### config.mk
export PLATFORM = sky130hd
export DESIGN_NAME = rmem_control
export DESIGN_NICKNAME = d
export VERILOG_FILES = /design/src/rtl/rmem_pkg.sv /design/src/rtl/rmem_load_extract.sv /design/src/rtl/rmem_control.sv
export SDC_FILE = /design/constraint.sdc
export NUM_CORES = 1
export LEC_CHECK = 0
export CORE_ASPECT_RATIO = 1.1
export CORE_MARGIN = 2
export CORE_UTILIZATION = 35
export DETAILED_ROUTE_END_ITERATION = 10
export GPL_ROUTABILITY_DRIVEN = 0
export PLACE_DENSITY = 0.64
export SETUP_SLACK_MARGIN = 0.3
export SYNTH_ARGS = -nofsm -noshare
export SYNTH_HDL_FRONTEND = slang
export SYNTH_SLANG_ARGS = --single-unit
### constraint.sdc
create_clock -name clk -period 2.4 [get_ports clk]
set_input_delay 0.48 -clock clk [delete_from_list [all_inputs] [get_ports clk]]
set_output_delay 0.48 -clock clk [all_outputs]
set_load 0.05 [all_outputs]
### src/rtl/rmem_pkg.sv
// Shared definitions for the load/memory controller: funct3 load encodings,
// FSM state enum and small decode helpers used by the controller.
package rmem_pkg;

  // funct3 encodings of the supported loads
  localparam logic [2:0] LD_LB  = 3'b000;
  localparam logic [2:0] LD_LH  = 3'b001;
  localparam logic [2:0] LD_LW  = 3'b010;
  localparam logic [2:0] LD_LBU = 3'b100;
  localparam logic [2:0] LD_LHU = 3'b101;

  typedef enum logic [1:0] {
    IDLE = 2'd0,
    REQ0 = 2'd1,
    REQ1 = 2'd2,
    DONE = 2'd3
  } rmem_state_t;

  // True for the five load encodings this block understands
  function automatic logic type_valid(input logic [2:0] t);
    return (t == LD_LB) || (t == LD_LH) || (t == LD_LW) ||
           (t == LD_LBU) || (t == LD_LHU);
  endfunction

  // Halfwords need an even address, words a multiple of four
  function automatic logic is_misaligned(input logic [2:0] t, input logic [1:0] off);
    return (((t == LD_LH) || (t == LD_LHU)) && off[0]) ||
           ((t == LD_LW) && (off != 2'b00));
  endfunction

  // Access whose bytes spill into the following word
  function automatic logic crosses_word(input logic [2:0] t, input logic [1:0] off);
    return ((t == LD_LW) && (off != 2'b00)) ||
           (((t == LD_LH) || (t == LD_LHU)) && (off == 2'b11));
  endfunction

endpackage

### src/rtl/rmem_load_extract.sv
// Byte/halfword/word selection and sign/zero extension of a load result.
// 'merged' holds {second word, first word}; single-word loads put zeros on top.
module load_extract
  import rmem_pkg::*;
#(
  parameter int XLEN = 32
) (
  input  logic [2*XLEN-1:0] merged,
  input  logic [1:0]        offset,
  input  logic [2:0]        ld_type,
  output logic [XLEN-1:0]   result
);

  logic [31:0] win;

  // Shift the addressed byte down to bit 0, then truncate and extend per type
  always_comb begin
    win    = 32'(merged >> {offset, 3'b000});
    result = '0;
    case (ld_type)
      LD_LB:   result = XLEN'($signed(win[7:0]));
      LD_LH:   result = XLEN'($signed(win[15:0]));
      LD_LW:   result = XLEN'($signed(win[31:0]));
      LD_LBU:  result = XLEN'(win[7:0]);
      LD_LHU:  result = XLEN'(win[15:0]);
      default: result = '0;
    endcase
  end

endmodule

### src/rtl/rmem_control.sv
// Load controller between the MEM stage and a word-wide data memory.
// Optional feature: define RMEM_MISALIGNED_LOAD_EN to service misaligned
// loads in hardware (two reads for word-crossing accesses); otherwise they
// are answered at once with rsp_misalign = 1 and no memory access.
module rmem_control
  import rmem_pkg::*;
#(
  parameter int XLEN = 32
) (
  input  logic            clk,
  input  logic            rst_n,
  input  logic            ld_valid,
  output logic            ld_ready,
  input  logic [XLEN-1:0] ld_addr,
  input  logic [2:0]      ld_type,
  output logic            rsp_valid,
  output logic [XLEN-1:0] rsp_data,
  output logic            rsp_misalign,
  output logic            mem_req,
  output logic [XLEN-1:0] mem_addr,
  input  logic            mem_ack,
  input  logic [XLEN-1:0] mem_rdata,
  output logic            busy
);

`ifdef RMEM_MISALIGNED_LOAD_EN
  localparam logic MisalignedEn = 1'b1;
`else
  localparam logic MisalignedEn = 1'b0;
`endif

  rmem_state_t     state_reg;
  logic [1:0]      off_reg;
  logic [2:0]      type_reg;
  logic [XLEN-1:0] w0_reg;
  logic            ld_ready_reg;
  logic            busy_reg;
  logic            mem_req_reg;
  logic [XLEN-1:0] mem_addr_reg;
  logic            rsp_valid_reg;
  logic [XLEN-1:0] rsp_data_reg;
  logic            rsp_misalign_reg;

  logic [2*XLEN-1:0] merged;
  logic [XLEN-1:0]   extracted;
  logic              second_word;
  logic              reject;

  // Merge the captured first word with the live read data; decode accept/second-read needs
  always_comb begin
    merged      = (state_reg == REQ1) ? {mem_rdata, w0_reg} : {{XLEN{1'b0}}, mem_rdata};
    second_word = MisalignedEn && crosses_word(type_reg, off_reg);
    reject      = !type_valid(ld_type) ||
                  (is_misaligned(ld_type, ld_addr[1:0]) && !MisalignedEn);
  end

  load_extract #(.XLEN(XLEN)) u_extract (
    .merged  (merged),
    .offset  (off_reg),
    .ld_type (type_reg),
    .result  (extracted)
  );

  // Controller FSM; every output is a register updated together with the state
  always_ff @(posedge clk or negedge rst_n) begin
    if (!rst_n) begin
      state_reg        <= IDLE;
      off_reg          <= '0;
      type_reg         <= '0;
      w0_reg           <= '0;
      ld_ready_reg     <= 1'b1;
      busy_reg         <= 1'b0;
      mem_req_reg      <= 1'b0;
      mem_addr_reg     <= '0;
      rsp_valid_reg    <= 1'b0;
      rsp_data_reg     <= '0;
      rsp_misalign_reg <= 1'b0;
    end else begin
      case (state_reg)
        IDLE: begin
          if (ld_valid) begin
            off_reg      <= ld_addr[1:0];
            type_reg     <= ld_type;
            ld_ready_reg <= 1'b0;
            busy_reg     <= 1'b1;
            if (reject) begin
              // Invalid type or unsupported misalignment: answer without memory
              state_reg        <= DONE;
              rsp_valid_reg    <= 1'b1;
              rsp_data_reg     <= '0;
              rsp_misalign_reg <= type_valid(ld_type);
            end else begin
              state_reg    <= REQ0;
              mem_req_reg  <= 1'b1;
              mem_addr_reg <= {ld_addr[XLEN-1:2], 2'b00};
            end
          end
        end
        REQ0: begin
          if (mem_ack) begin
            if (second_word) begin
              state_reg    <= REQ1;
              w0_reg       <= mem_rdata;
              mem_addr_reg <= mem_addr_reg + XLEN'(4);
            end else begin
              state_reg        <= DONE;
              mem_req_reg      <= 1'b0;
              rsp_valid_reg    <= 1'b1;
              rsp_data_reg     <= extracted;
              rsp_misalign_reg <= 1'b0;
            end
          end
        end
        REQ1: begin
          if (mem_ack) begin
            state_reg        <= DONE;
            mem_req_reg      <= 1'b0;
            rsp_valid_reg    <= 1'b1;
            rsp_data_reg     <= extracted;
            rsp_misalign_reg <= 1'b0;
          end
        end
        DONE: begin
          state_reg     <= IDLE;
          rsp_valid_reg <= 1'b0;
          ld_ready_reg  <= 1'b1;
          busy_reg      <= 1'b0;
        end
        default: state_reg <= IDLE;
      endcase
    end
  end

  assign ld_ready     = ld_ready_reg;
  assign busy         = busy_reg;
  assign mem_req      = mem_req_reg;
  assign mem_addr     = mem_addr_reg;
  assign rsp_valid    = rsp_valid_reg;
  assign rsp_data     = rsp_data_reg;
  assign rsp_misalign = rsp_misalign_reg;

endmodule

=== Word-level counts from Yosys, hierarchy flattened ===
Cells that the tools add are included.
Widths: inputs -> output; s select.

* Register bits after elaboration: 74
* Output and inout port bits: 69
* Word-level logic and storage cells: 76

* Equality and inequality tests: 15
* Shifts and indexed selects: 1
* Mux-type cells: 25
* Bitwise logic cells: 1
* Reduce and logical (&&, ||, !) cells: 24

{| class="wikitable"
|+ Operator list
! kind !! count
|-
| $pmux 32 s5 || 1
|-
| $mux 32 || 3
|-
| $mux 64 || 1
|-
| $pmux 32 s2 || 1
|-
| $shr 64x5->32 || 1
|-
| $eq 3x3->1 const B || 4
|-
| $mux 1 || 10
|-
| $pmux 1 s2 || 4
|-
| $reduce_and 4->1 || 2
|-
| $logic_or 1x1->1 || 7
|-
| $eq 3x1->1 const B || 2
|-
| $eq 3x2->1 const B || 2
|-
| $logic_not 3->1 || 2
|-
| $mux 2 || 3
|-
| $ne 2x2->1 const B || 3
|-
| $pmux 2 s3 || 1
|-
| $reduce_and 2->1 || 3
|-
| $reduce_and 3->1 || 2
|-
| $reduce_bool 2->1 || 3
|-
| $eq 2x2->1 const B || 2
|-
| $pmux 1 s3 || 1
|-
| $eq 2x1->1 const B || 1
|-
| $logic_and 1x1->1 || 2
|-
| $logic_not 2->1 || 1
|-
| other kinds (4) || 4
|}

=== Logic depth before layout (Yosys ltp) ===
* Word-level depth: 10
* Depth in mapped cells: 9

=== By module ===
A second synthesis with hierarchy kept.

* Cells, all modules: 380
* Area, all modules: 4,551.9 µm²

{| class="wikitable"
|+ Modules (own cells, without submodules)
! module !! times used !! cells an instance !! area each (µm²)
|-
| rmem_control || 1 || 265 || 3,331.9
|-
| load_extract || 1 || 115 || 1,219.9
|}

=== Worst setup path after synthesis ===
No wires, ideal clock.

* Path type: register to register
* Start: reg state_reg[0]
* End: reg mem_addr_reg[10] (netlist: mem_addr[10])
* Setup time: 0.125 ns
* Arrival: 1.855 ns
* Slack: 0.420 ns
* Cell stages (with the launch flop): 8
* Path buffers: 2
* Period minus slack after synthesis: 1.980 ns
* Cell sequence: dfrtp_1 > inv_1 > ha_1 > clkbuf_1 > nand2_1 > nor2_1 > buf_4 > mux2_2

* Cells in the longest elaborated chain, start to end: 2

{| class="wikitable"
|+ RTL lines
! element !! line !! RTL
|-
| start: declaration || rmem_control.sv:32 || <nowiki>rmem_state_t state_reg;</nowiki>
|-
| start signal: assignment || rmem_control.sv:67 || <nowiki>state_reg <= IDLE;</nowiki>
|-
| start signal: assignment || rmem_control.sv:88 || <nowiki>state_reg <= DONE;</nowiki>
|-
| start signal: assignment || rmem_control.sv:93 || <nowiki>state_reg <= REQ0;</nowiki>
|-
| $logic_not 2->1 || rmem_control.sv:79 || <nowiki>case (state_reg)</nowiki>
|-
| $reduce_and 3->1 (no line) || n/a ||
|-
| end signal: assignment || rmem_control.sv:95 || <nowiki>mem_addr_reg <= {ld_addr[XLEN-1:2], 2'b00};</nowiki>
|-
| end signal: assignment || rmem_control.sv:104 || <nowiki>mem_addr_reg <= mem_addr_reg + XLEN'(4);</nowiki>
|-
| end: declaration || rmem_control.sv:39 || <nowiki>logic [XLEN-1:0] mem_addr_reg;</nowiki>
|}

Every way passes these cells.
A chain may end at the register's enable or synchronous reset.

=== Final worst setup path ===
* Start: reg rsp_data_reg[16] (netlist: rsp_data[16])
* End: out rsp_data[16]

{| class="wikitable"
|+ RTL lines
! element !! line !! RTL
|-
| start: declaration || rmem_control.sv:41 || <nowiki>logic [XLEN-1:0] rsp_data_reg;</nowiki>
|-
| start signal: assignment || rmem_control.sv:109 || <nowiki>rsp_data_reg <= extracted;</nowiki>
|-
| start signal: assignment || rmem_control.sv:119 || <nowiki>rsp_data_reg <= extracted;</nowiki>
|-
| end: declaration || rmem_control.sv:17 || <nowiki>output logic [XLEN-1:0] rsp_data,</nowiki>
|}

No word-level cell between the ends.

==> insert_results.sql <==
INSERT INTO impl_metrics (metric_group, metric, value, unit) VALUES
('status', 'status', 'finished, final reports clean', ''),
('global_routing', 'grt_remaining_overflow', '0', ''),
('placed_design', 'detailed_place_hpwl', '8.94', 'mm'),
('setup_path', 'critical-path-slowest-cell', 'sky130_fd_sc_hd__clkdlybuf4s50_1', ''),
('synthesis', 'yosysSeqAreaShare', '0.438', ''),
('synthesis', 'postSynth.asyncResetShare', '1.00', ''),
('power_and_ir_drop', 'power.share.switching', '0.481', ''),
('clock_tree', 'ctsHtreeMaxLevel', '3', ''),
('setup_path', 'crit-reg2reg-capture', 'rsp_data[7]', ''),
('routing', 'vias_per_cell', '5.45', ''),
('power_and_ir_drop', 'p_int', '0.00476', 'W'),
('power_and_ir_drop', 'share_clk_of_total_power', '0.158', ''),
('floorplan', 'rows', '42', ''),
('clock_tree', 'clock_path_buffers', '2', ''),
('floorplan', 'floorplan.die_area', '13000', 'um^2'),
('setup_path', 'crit_path_cell_trace', 'clkdlybuf4s50_1', ''),
('final_layout', 'largest_register_ff_count', '32', ''),
('floorplan', 'die_height', '119', 'um'),
('synthesis', 'synth_enable_flop_cells', '0', ''),
('setup_path', 'path_class', 'flip-flop to primary output', ''),
('min_path', 'worst_hold_path_type', 'input pin to asynchronous set/reset pin', ''),
('sta', 'final_setup_violations', '0', ''),
('final_layout', 'layout-drive-gt1-share', '0.200', ''),
('sta', 'rsz0062_at_grt', 'false', ''),
('final_layout', 'mostFrequentLayoutCells', '134 x sky130_fd_sc_hd__clkdlybuf4s50_1, 72 x sky130_fd_sc_hd__dfrtp_1, 49 x sky130_fd_sc_hd__nand2_1', ''),
('clock_tree', 'clk_pin_slew_worst_paths', '0.06', 'ns'),
('synthesis', 'synth.cell_area', '4230', 'um^2'),
('setup_path', 'regToRegStartpoint', 'state_reg[0]', ''),
('sta', 'finalHoldViolations', '0', ''),
('routing', 'detail_route.first_pass.iterations', '4', ''),
('final_layout', 'layout.cells.non_filler', '709', ''),
('synthesis', 'synthesis.instances', '409', ''),
('setup_path', 'timing.critical_path.from_type', 'flip-flop', ''),
('routing', 'detailedRoute.firstIterationViolations', '128', ''),
('synthesis', 'yosysUniqueCellTypes', '48', ''),
('final_layout', 'final_net_count', '627', ''),
('synthesis', 'postSynth.topFlopCell', 'sky130_fd_sc_hd__dfrtp_1', ''),
('routing', 'wl', '12.8', 'mm'),
('final_layout', 'synthToLayoutAreaGrowth', '47.8', '%'),
('final_layout', 'antenna_cells_inserted', '0', ''),
('routing', 'wl_per_cell', '18.0', 'um'),
('sta', 'finalMaxSlewViolations', '0', ''),
('run', 'timing.max_cap.violations', '0', ''),
('routing', 'ant_nets', '0', ''),
('setup_path', 'crit_buf_inv', '1', ''),
('setup_path', 'worst_r2r_path_depth', '7', ''),
('placed_design', 'dp.cells', '686', ''),
('floorplan', 'design.core.area', '11900', 'um^2'),
('sta', 'clock_skew', '0.00734', 'ns'),
('power_and_ir_drop', 'power_per_cell_area', '1470', 'nW/um^2'),
('clock_tree', 'hold_fix_buffers_at_cts', '0', ''),
('synthesis', 'synth-warning-count', '0', ''),
('setup_path', 'ff2ff_setup_slack', '0.42', 'ns'),
('routing', 'via_count', '3866', ''),
('synthesis', 'yosysTopAreaCellShare', '0.432', ''),
('power_and_ir_drop', 'combinational_cell_fraction_of_total_power', '0.612', ''),
('sta', 'worst_pin_slew', '0.663', 'ns'),
('synthesis', 'post_synth_main_area_contributors', 'sky130_fd_sc_hd__dfrtp_1 43%, sky130_fd_sc_hd__mux2_2 8.3%, sky130_fd_sc_hd__o211ai_1 5.1%', ''),
('clock_tree', 'clock_sinks', '74', ''),
('global_routing', 'grt_pass1_wl', '19.9', 'mm'),
('clock_tree', 'clock_tree.root_cell', 'sky130_fd_sc_hd__clkbuf_16', ''),
('clock_tree', 'cts_tree', 'yes', ''),
('synthesis', 'netlist.top_cell.by_area', 'sky130_fd_sc_hd__dfrtp_1', ''),
('placed_design', 'place.port_buffers', '137', ''),
('clock_tree', 'clk-insertion-delay-late', '0.33', 'ns'),
('power_and_ir_drop', 'vdd.ir_drop.worst', '0.000656', 'V'),
('clock_tree', 'cts_buffers', '9', ''),
('power_and_ir_drop', 'netSwitchingPower', '0.00441', 'W'),
('global_routing', 'antenna_violations_before_repair', '0', ''),
('floorplan', 'start_util', '0.355', ''),
('setup_path', 'worst_path_dominant_cell_family', 'buffers and inverters', '');
[cells by family (layout without fill, tap and decap cells)]
logic type / after synthesis / count (layout) / synth area share
adder cells (fa/ha/maj): 6 / 6 / 0.0178
buffers and inverters: 43 / 188 / 0.0524
multiplexers: 54 / 54 / 0.138
flip-flops: 74 / 74 / 0.438
AND/OR/NAND/NOR: 125 / 125 / 0.156
other: 1 / 2 / 0.000887
AO/OA/AOI/OAI: 106 / 106 / 0.197
[power by group through the flow]
stage               logic (W)  clock network (W)  registers (W)
floorplan             0.00221                  0        0.00355
global placement      0.00541                  0        0.00211
detailed placement    0.00548                  0        0.00213
CTS                   0.00555            0.00148        0.00212
global route          0.00591            0.00156        0.00218
finish                0.00561            0.00145        0.00211
[worst max path at each step]
stage	startpoint	endpoint	cells past startpoint
5_1_grt	state_reg[0]	rsp_data[7]	7
3_3_place_gp	mem_rdata[23]	rsp_data[30]	5
4_1_cts	ld_type[2]	mem_addr[18]	6
3_5_place_dp	mem_rdata[23]	rsp_data[19]	5
2_1_floorplan	state_reg[0]	mem_addr[10]	7
6_report	rsp_data[16]	rsp_data[16]	1
[synth_stat cells (2+ instances only)]
cell                         n
sky130_fd_sc_hd__o21ai_0    10
sky130_fd_sc_hd__a32o_1      7
sky130_fd_sc_hd__buf_6       3
sky130_fd_sc_hd__mux2_2     31
sky130_fd_sc_hd__ha_1        6
sky130_fd_sc_hd__nand3b_1    8
sky130_fd_sc_hd__o2bb2ai_1   6
sky130_fd_sc_hd__o211ai_2   11
sky130_fd_sc_hd__o211ai_1   29
sky130_fd_sc_hd__or3b_2     15
sky130_fd_sc_hd__nor3_1     17
sky130_fd_sc_hd__nand3_1     9
sky130_fd_sc_hd__nand2_1    50
sky130_fd_sc_hd__nand2b_1    2
sky130_fd_sc_hd__a21boi_0    4
sky130_fd_sc_hd__o22ai_1     2
sky130_fd_sc_hd__clkbuf_1   13
sky130_fd_sc_hd__nand4_1     3
sky130_fd_sc_hd__a21oi_1    25
sky130_fd_sc_hd__mux2i_1    19
sky130_fd_sc_hd__mux2_1      4
sky130_fd_sc_hd__buf_4       5
sky130_fd_sc_hd__or3b_1      2
sky130_fd_sc_hd__buf_2      14
sky130_fd_sc_hd__nor2_1     13
sky130_fd_sc_hd__o2111ai_1   2
sky130_fd_sc_hd__dfrtp_1    73
sky130_fd_sc_hd__inv_1       6
[metrics by stage]
step	TNS, ns	hold slack [ns]	cell area, um^2	utilization	total power, W
2_1_floorplan	0	0.184	4230	-	0.00576
3_3_place_gp	-2.28	0.470	5830	0.488	0.00752
5_1_grt	0	0.161	6250	0.524	0.00965
6_report	0	0.116	6250	0.524	0.00917
4_1_cts	0	0.139	6180	0.518	0.00915
3_5_place_dp	-4.20	0.470	5830	0.488	0.00761
[repair_timing]
item,4_1_cts,5_1_grt
setup endpoints to repair,25,33
cloned,0,1
hold endpoints to repair,0,0
pin swaps,2,1
setup buffers,2,4
gates resized for setup,3,3
[layer usage]
layer  vias up  track usage  share of wire
met4         0       0.0841          0.028
met3        26       0.0389          0.062
met5         -            0              0
met1      1918        0.245           0.40
met2       130        0.328           0.51
li1       1792            -              -
[final cells by class]
class	count	area (um^2)
clock buffers	10	229
clock inverters	6	90.1
fillers	1031	5680
inverters	6	22.5
multi-input cells	293	2180
flip-flops and latches	74	1850
well taps	154	193
repair buffers	166	1680
Power figures use the tool's default switching activity.
